--- src/rtl/uart_tx.sv ---
// UART transmitter: one byte per valid/ready handshake, sent LSB-first as
// start + 8 data + optional parity + 1 or 2 stop bits, timed by a cycle divider.
module uart_tx #(
    parameter int BAUD_DIV  = 2812,
    parameter int PARITY    = 0,
    parameter int STOP_BITS = 1
) (
    input  logic       clk,
    input  logic       rst,
    input  logic [7:0] tx_data,
    input  logic       tx_valid,
    output logic       tx_ready,
    output logic       tx,
    output logic       busy,
    output logic       done
);

    generate
        if (BAUD_DIV < 2 || BAUD_DIV > 4095 || PARITY < 0 || PARITY > 2 ||
            (STOP_BITS != 1 && STOP_BITS != 2)) begin : g_param_check
            $error("uart_tx: illegal BAUD_DIV, PARITY or STOP_BITS");
        end
    endgenerate

    typedef enum logic [2:0] {
        S_IDLE   = 3'd0,
        S_START  = 3'd1,
        S_DATA   = 3'd2,
        S_PARITY = 3'd3,
        S_STOP   = 3'd4
    } state_t;

    localparam logic [11:0] BAUD_LAST = 12'(BAUD_DIV - 1);
    localparam logic [11:0] BAUD_PRE  = 12'(BAUD_DIV - 2);
    localparam logic [2:0]  STOP_LAST = 3'(STOP_BITS - 1);

    state_t      r_state,    w_state_nxt;
    logic [11:0] r_baud_cnt, w_baud_nxt;
    logic [2:0]  r_bit_cnt,  w_bit_nxt;
    logic [7:0]  r_shift,    w_shift_nxt;
    logic        r_par,      w_par_nxt;
    logic        r_tx,       w_tx_nxt;
    logic        r_ready,    w_ready_nxt;
    logic        r_busy,     w_busy_nxt;
    logic        r_done,     w_done_nxt;
    logic        w_bit_end;

    assign w_bit_end = (r_baud_cnt == BAUD_LAST);

    // State and output registers; reset forces the line idle and abandons any frame.
    always_ff @(posedge clk or posedge rst) begin
        if (rst) begin
            r_state    <= S_IDLE;
            r_baud_cnt <= 12'd0;
            r_bit_cnt  <= 3'd0;
            r_shift    <= 8'd0;
            r_par      <= 1'b0;
            r_tx       <= 1'b1;
            r_ready    <= 1'b0;
            r_busy     <= 1'b0;
            r_done     <= 1'b0;
        end else begin
            r_state    <= w_state_nxt;
            r_baud_cnt <= w_baud_nxt;
            r_bit_cnt  <= w_bit_nxt;
            r_shift    <= w_shift_nxt;
            r_par      <= w_par_nxt;
            r_tx       <= w_tx_nxt;
            r_ready    <= w_ready_nxt;
            r_busy     <= w_busy_nxt;
            r_done     <= w_done_nxt;
        end
    end

    // Next-state logic; tx is computed from the state being entered so the line is registered.
    always_comb begin
        w_state_nxt = r_state;
        w_bit_nxt   = r_bit_cnt;
        w_shift_nxt = r_shift;
        w_par_nxt   = r_par;
        w_tx_nxt    = r_tx;
        w_ready_nxt = 1'b0;
        w_done_nxt  = 1'b0;
        if (r_state != S_IDLE) begin
            w_baud_nxt = w_bit_end ? 12'd0 : r_baud_cnt + 12'd1;
        end else begin
            w_baud_nxt = 12'd0;
        end

        case (r_state)
            S_IDLE: begin
                w_tx_nxt = 1'b1;
                if (tx_valid && r_ready) begin
                    w_shift_nxt = tx_data;
                    w_par_nxt   = (PARITY == 2) ? ~(^tx_data) : ^tx_data;
                    w_bit_nxt   = 3'd0;
                    w_state_nxt = S_START;
                    w_tx_nxt    = 1'b0;
                    w_ready_nxt = 1'b0;
                end else begin
                    w_ready_nxt = 1'b1;
                end
            end
            S_START: begin
                if (w_bit_end) begin
                    w_state_nxt = S_DATA;
                    w_tx_nxt    = r_shift[0];
                end else begin
                    w_tx_nxt    = 1'b0;
                end
            end
            S_DATA: begin
                if (w_bit_end) begin
                    w_shift_nxt = r_shift >> 1;
                    if (r_bit_cnt == 3'd7) begin
                        w_bit_nxt = 3'd0;
                        if (PARITY != 0) begin
                            w_state_nxt = S_PARITY;
                            w_tx_nxt    = r_par;
                        end else begin
                            w_state_nxt = S_STOP;
                            w_tx_nxt    = 1'b1;
                        end
                    end else begin
                        w_bit_nxt = r_bit_cnt + 3'd1;
                        w_tx_nxt  = r_shift[1];
                    end
                end else begin
                    w_tx_nxt = r_shift[0];
                end
            end
            S_PARITY: begin
                if (w_bit_end) begin
                    w_state_nxt = S_STOP;
                    w_bit_nxt   = 3'd0;
                    w_tx_nxt    = 1'b1;
                end else begin
                    w_tx_nxt    = r_par;
                end
            end
            S_STOP: begin
                w_tx_nxt = 1'b1;
                // done is registered, so it is raised one clock before the last stop clock
                if (r_bit_cnt == STOP_LAST && r_baud_cnt == BAUD_PRE) begin
                    w_done_nxt = 1'b1;
                end else begin
                    w_done_nxt = 1'b0;
                end
                if (w_bit_end) begin
                    if (r_bit_cnt == STOP_LAST) begin
                        w_state_nxt = S_IDLE;
                        w_bit_nxt   = 3'd0;
                        w_ready_nxt = 1'b1;
                    end else begin
                        w_bit_nxt   = r_bit_cnt + 3'd1;
                    end
                end else begin
                    w_bit_nxt = r_bit_cnt;
                end
            end
            default: begin
                w_state_nxt = S_IDLE;
                w_tx_nxt    = 1'b1;
            end
        endcase

        w_busy_nxt = (w_state_nxt != S_IDLE);
    end

    assign tx_ready = r_ready;
    assign tx       = r_tx;
    assign busy     = r_busy;
    assign done     = r_done;

endmodule

--- config.mk ---
export PLATFORM = sky130hd
export DESIGN_NAME = uart_tx
export DESIGN_NICKNAME = d
export VERILOG_FILES = /design/src/rtl/uart_tx.sv
export SDC_FILE = /design/constraint.sdc
export NUM_CORES = 1
export LEC_CHECK = 0
export CELL_PAD_IN_SITES_DETAIL_PLACEMENT = 1
export CELL_PAD_IN_SITES_GLOBAL_PLACEMENT = 2
export CORE_UTILIZATION = 37
export DETAILED_ROUTE_END_ITERATION = 16
export PLACE_DENSITY = 0.75
export RECOVER_POWER = 100
export SYNTH_ARGS = -nofsm -noshare
export SYNTH_HDL_FRONTEND = slang
export SYNTH_SLANG_ARGS = --single-unit
export TNS_END_PERCENT = 5
--- constraint.sdc ---
create_clock -name clk -period 2.1 [get_ports clk]
set_input_delay 0.42 -clock clk [delete_from_list [all_inputs] [get_ports clk]]
set_output_delay 0.42 -clock clk [all_outputs]
set_load 0.01 [all_outputs]
==> results.yml, run 1 <==
sta:
  final_count_of_pins_violating_max_slew: 0
  rsz0062_at_grt: "no"
  final.min_clock_period_ns: 1.844
  worst-slew-pin-transition_ns: 0.7723
  maxSlewHeadroom_pct: 48.51
  hold_viol_final: 0
  final-setup-viol-count: 0
  fmaxAchievable_mhz: 542.2
  final.setup_skew_ns: 0.008802
  finalCritPeriodShare_pct: 87.83
  hold-worst-slack_ns: 0.4868
  final.setup.worst_slack_ns: 0.2556
  timing.setup.tns_ns: 0
pwr:
  power_leakage_uw: 0.0008657
  total_switching_power_uw: 249.4
  share_seq_of_total_power_pct: 50.7
  clock_power_share_pct: 43.7
  fin_total_pwr_uw: 1185
  max-vdd-ir-drop_mv: 0.4142
  cellInternalPower_uw: 935.9
  comb_power_share_pct: 5.7
  power_density_nw_per_um2: 596.9
  switching_share_pct: 21.04
clock_network:
  cts_repair_resize_count: 0
  clock_insertion_delay_worst_skew_ns: 0.28
  maximum_number_of_buffers_from_clock_root_to_sink: 2
  path_clk_slew_ns: 0.06
  cts-root-buf: "clkbuf_8"
  cts_buffers: 5
  htree_num_levels: 2
  cts_tree: "done"
  numClockSinks: 31
  post-cts-setup-buffer-count: 0
  postCtsHoldBufs: 0
detailed_routing:
  detail-route-antenna-nets: 0
  detailedRoute.firstPassIterationCount: 4
  detail_route.drc_violations: 0
  post_drt_via_cell_ratio: 5.144
  avgRoutedWirePerCell_um: 14.97
  drtIter0Drc: 52
  postRouteWirelength_um: 3533
  dr_total_vias: 1214
min_path:
  worst_hold_path.num_cells: 1
  worstHoldEndpoint: "r_baud_cnt[0]"
  holdCritPathClass: "reg2reg"
  min-delay-start: "r_baud_cnt[0]"
floorplanning:
  overall_die_height_um: 69.42
  rows: 24
  design.die.area_um2: 4818
  floorplan.die.width_um: 69.42
  core-area_um2: 4354
  ios: 15
  initial_utilization_pct: 38.62
setup_path:
  worstReg2RegStart: "r_baud_cnt[8]"
  r2r_slack_ns: 0.26
  critPathKind: "reg2reg"
  path_max_fanout: 8
  startpoint_type: "flip-flop"
  critical_path_arrival_ns: 2.00
  endpoint_kind: "flip-flop"
  cp_data_required_time_ns: 2.26
  worst_r2r_path_depth: 4
  timing.rr.end: "r_shift[3]"
yosys:
  yosys_register_bits: 31
  syn-num-nets: 177
  post_synth_instance_area_um2: 1682
  synth_area_per_cell_um2: 10.44
  yosysWarningCount: 0
  proportion_of_synthesized_chip_area_in_sequential_cells_pct: 46.21
  syn-instance-count: 161
  synth_cell_type_count: 38
grt:
  pin_count_of_the_biggest_net_entering_global_routing: 32
  first_global_vias: 1315
  grt-ovfl-total: 0
  grt_antenna_before_repair: 0
  grt_pass1_wl_um: 6299
  groute.usage.overall_pct: 16.67
finish:
  layout.cells.most_common: "dfrtp_1"
  layout-drive-gt1-share_pct: 15.76
  flow.area_growth_from_synthesis_pct: 18.08
  num_antenna_cells: 0
  layout_common_cells: "dfrtp_1, nor2_1, xnor2_1"
  num-nets-final: 199
status:
  status: "completed"
placed_design:
  place.detailed.hpwl_um: 2655
  number_of_port_buffers: 14
  gpl.final_weighted_congestion: 0.7216
  preCtsSetupSlack_ns: 0.2687
run:
  number_of_violations_of_the_max_capacitance_limit: 0
-- cells by family (layout without fill, tap and decap cells) --
logic type,Yosys count,count (layout),synth area share (%)
adders and majority gates,5,5,3.720
DFF,31,31,46.21
xor gates and xnor gates,17,17,8.855
AOI/OAI and AO/OA,23,23,8.557
and+or+nand+nor,58,58,19.20
muxes,17,17,11.16
buffers and inverters,10,33,2.307
-- cells in the mapped netlist --
| master | number | share of area, % |
|---|---|---|
| o21ai_0 | 8 | 2.4 |
| dfrtp_1 | 30 | 45 |
| xor2_1 | 2 | 1.0 |
| nand2_1 | 7 | 1.6 |
| o22ai_1 | 1 | 0.37 |
| o211ai_1 | 2 | 0.89 |
| clkbuf_1 | 2 | 0.45 |
| nand4_1 | 1 | 0.37 |
| nand3_1 | 5 | 1.5 |
| or3_1 | 1 | 0.37 |
| xnor2_1 | 15 | 7.8 |
| o21a_1 | 1 | 0.45 |
| buf_2 | 1 | 0.30 |
| nand4b_1 | 1 | 0.52 |
| and3_1 | 1 | 0.37 |
| and4_4 | 1 | 0.67 |
| mux2_2 | 14 | 9.4 |
| mux2i_1 | 3 | 1.8 |
| dfstp_2 | 1 | 1.6 |
| ha_1 | 5 | 3.7 |
| a31oi_1 | 3 | 1.1 |
| a21boi_0 | 1 | 0.45 |
| nand3b_1 | 4 | 1.8 |
| nor2_1 | 20 | 4.5 |
| nand2b_1 | 3 | 1.1 |
| nor2b_1 | 1 | 0.37 |
| inv_1 | 7 | 1.6 |
| nor4_1 | 2 | 0.74 |
| or2_2 | 2 | 0.74 |
| o21ai_4 | 1 | 0.97 |
| and4bb_2 | 1 | 0.74 |
| nand4_4 | 1 | 1.3 |
| and2b_1 | 1 | 0.45 |
| and4_2 | 1 | 0.60 |
| a21oi_1 | 5 | 1.5 |
| nand2_2 | 1 | 0.37 |
| nor3_1 | 4 | 1.2 |
| o31ai_1 | 1 | 0.45 |
-- power groups by stage --
stage	Sequential, uW	Combinational [uW]	Clock, uW
3_5_place_dp	611	70.1	0
6_report	600	67.0	518
4_1_cts	600	70.1	533
2_1_floorplan	611	38.4	0
5_1_grt	600	74.6	550
3_3_place_gp	611	68.1	0
-- per-stage QoR --
stage,utilization [%],cells,area [um2]
2_1_floorplan,-,161,1682
4_1_cts,46.03,236,2004
6_report,45.60,236,1986
5_1_grt,45.60,236,1986
3_5_place_dp,43.74,228,1904
3_3_place_gp,43.74,228,1904
-- worst max-delay path by stage --
stage | start | endpoint | slack (ns)
final | r_baud_cnt[8] | r_shift[3] | 0.26
after global routing | r_state[0] | r_baud_cnt[9] | 0.12
after CTS | r_baud_cnt[8] | r_shift[5] | 0.30
after detailed placement | tx_valid | r_shift[5] | 0.27
after global placement | tx_valid | r_shift[4] | 0.31
after floorplan | r_baud_cnt[8] | r_shift[0] | 0.52
-- flip-flops by register name (all words and copies together), names as in the netlist --
name and count:
r_par 1, done 1, busy 1, r_bit_cnt 3, r_baud_cnt 12, tx_ready 1
tx 1, r_state 3, r_shift 8
-- cell type report --
type | count | area, um2
multi-input cells | 120 | 857.1
flip-flops and latches | 31 | 777.0
well taps | 52 | 65.06
inverters | 7 | 26.28
fillers | 501 | 2369
repair buffers | 18 | 160.2
clock buffers | 8 | 100.1
-- worst max-delay path, stage by stage (launching register included) --
cell and delay [ns]:
dfrtp_1 0.42, and4bb_1 0.37, nand4_4 0.18, o21ai_2 0.37, mux2_2 0.38
-- routing by layer --
metal | global-route usage [%] | routed length [um]
met5 | 0 | 0
met4 | 6.122 | 49
met3 | 4.070 | 84
met2 | 28.48 | 1776
met1 | 20.28 | 1623
No activity file was read; power rests on OpenSTA's default activity.
==> run 2: changes to the inputs <==
- GPL_TIMING_DRIVEN: not set -> 0
==> results.yml, run 2 (synthesis results as in run 1) <==
setup_path:
  path_max_fanout: 8
  worstReg2RegStart: "r_baud_cnt[10]"
  startpoint_type: "flip-flop"
  critPathKind: "reg2reg"
  critical_path_arrival_ns: 2.02
  timing.rr.end: "r_shift[4]"
  cp_data_required_time_ns: 2.26
  worst_r2r_path_depth: 4
  endpoint_kind: "flip-flop"
  r2r_slack_ns: 0.24
min_path:
  worst_hold_path.num_cells: 2
  worstHoldEndpoint: "r_par"
  min-delay-start: "r_par"
  holdCritPathClass: "reg2reg"
sta:
  final.min_clock_period_ns: 1.861
  timing.setup.tns_ns: 0
  hold_viol_final: 0
  fmaxAchievable_mhz: 537.4
  final_count_of_pins_violating_max_slew: 0
  maxSlewHeadroom_pct: 60.97
  final-setup-viol-count: 0
  worst-slew-pin-transition_ns: 0.5855
  finalCritPeriodShare_pct: 88.61
  rsz0062_at_grt: "no"
  final.setup_skew_ns: 0.006951
detailed_routing:
  dr_total_vias: 1224
  detail_route.drc_violations: 0
  detailedRoute.firstPassIterationCount: 4
  post_drt_via_cell_ratio: 5.186
  detail-route-antenna-nets: 0
  avgRoutedWirePerCell_um: 15.90
  postRouteWirelength_um: 3753
  drtIter0Drc: 31
clock_network:
  maximum_number_of_buffers_from_clock_root_to_sink: 2
  cts-root-buf: "clkbuf_8"
  cts_buffers: 5
  htree_num_levels: 2
  numClockSinks: 31
  clock_insertion_delay_worst_skew_ns: 0.28
  post-cts-setup-buffer-count: 0
  cts_tree: "done"
  cts_repair_resize_count: 0
  path_clk_slew_ns: 0.07
  postCtsHoldBufs: 0
floorplanning:
  rows: 24
  floorplan.die.width_um: 69.42
  initial_utilization_pct: 38.62
  design.die.area_um2: 4818
  ios: 15
  overall_die_height_um: 69.42
  core-area_um2: 4354
placed_design:
  post_dp_cell_area_um2: 1887
  place.detailed.hpwl_um: 2771
  number_of_port_buffers: 14
  gpl.final_weighted_congestion: 0.7288
pwr:
  max-vdd-ir-drop_mv: 0.3313
  power_density_nw_per_um2: 599.5
  power_leakage_uw: 0.0008646
  fin_total_pwr_uw: 1189
grt:
  pin_count_of_the_biggest_net_entering_global_routing: 32
  grtUsageMet1_pct: 21.66
  grt_use_met3_pct: 4.942
  global_route.peak_usage_layer: "met2"
  grt_pass1_wl_um: 6534
  grt_antenna_before_repair: 0
  grt-ovfl-total: 0
  first_global_vias: 1363
  global_route.usage.met2_pct: 29.56
  groute.usage.overall_pct: 17.53
finish:
  layout-drive-gt1-share_pct: 16.30
  largest_register_ffs: 12
  layout.cells.most_common: "dfrtp_1"
  fill_cells: 487
  flow.area_growth_from_synthesis_pct: 17.93
  reg.largest.list: "r_baud_cnt x12, r_shift x8"
  max_flop_register: "r_baud_cnt"
  post-route-cell-area_um2: 1983
  layout_common_cells: "dfrtp_1, nor2_1, xnor2_1"
  num_antenna_cells: 0
  num-nets-final: 199
status:
  status: "completed"
run:
  number_of_violations_of_the_max_capacitance_limit: 0
## run 2: changes by cell type in the layout (fill, tap and decap cells not counted)
cell    before  now
buf_2        0    1
buf_4        1    0
mux2_1       1    0
mux2_2      13   14
## run 2: worst max-delay path by stage
| stage | from | end | depth (start not counted) |
|---|---|---|---|
| after global routing | r_baud_cnt[8] | r_shift[4] | 4 |
| after global placement | tx_valid | r_shift[5] | 4 |
| after detailed placement | tx_valid | r_shift[2] | 4 |
| final | r_baud_cnt[10] | r_shift[4] | 4 |
| after CTS | r_state[1] | r_shift[2] | 4 |
| after floorplan | r_baud_cnt[8] | r_shift[0] | 4 |
## run 2: per-layer routing
metal	share of wire (%)	up-vias
li1	-	602
met1	46	610
met2	51	8
met3	1.8	4
met4	1.4	0
met5	0	-
## run 2: per-stage QoR
step / hold slack, ns / setup slack, ns / instances / utilization [%]
final: 0.4891 / 0.2393 / 236 / 45.55
after global routing: 0.5313 / 0.1528 / 236 / 45.55
after CTS: 0.5004 / 0.3046 / 235 / 45.63
after detailed placement: 0.4852 / 0.05023 / 227 / 43.33
after global placement: 0.4821 / 0.1068 / 227 / 43.33
after floorplan: 0.4501 / 0.5178 / 161 / -
## run 2: report_power, final
part | switching [uW] | leakage, uW | internal (uW) | total, uW
registers | 1.33 | 0.000384 | 599 | 600
clock network | 221 | 0.0000515 | 299 | 520
logic | 30.2 | 0.000429 | 37.7 | 67.9
total | 253 | 0.000865 | 936 | 1190
## run 2: worst max-delay path, stage by stage, from the launching register on
cell and delay, ns:
dfrtp_1 0.40, and4bb_1 0.39, nand4_4 0.19, o21ai_2 0.37
mux2_2 0.39
## run 2: layout make-up
class | count | area [um2] | share of cell area, %
clock buffers | 8 | 100.1 | 5.047
inverters | 7 | 26.28 | 1.325
plain buffers | 3 | 12.51 | 0.6309
flip-flops and latches | 31 | 777.0 | 39.18
well taps | 52 | 65.06 | 3.281
repair buffers | 15 | 145.1 | 7.319
multi-input cells | 120 | 857.1 | 43.22
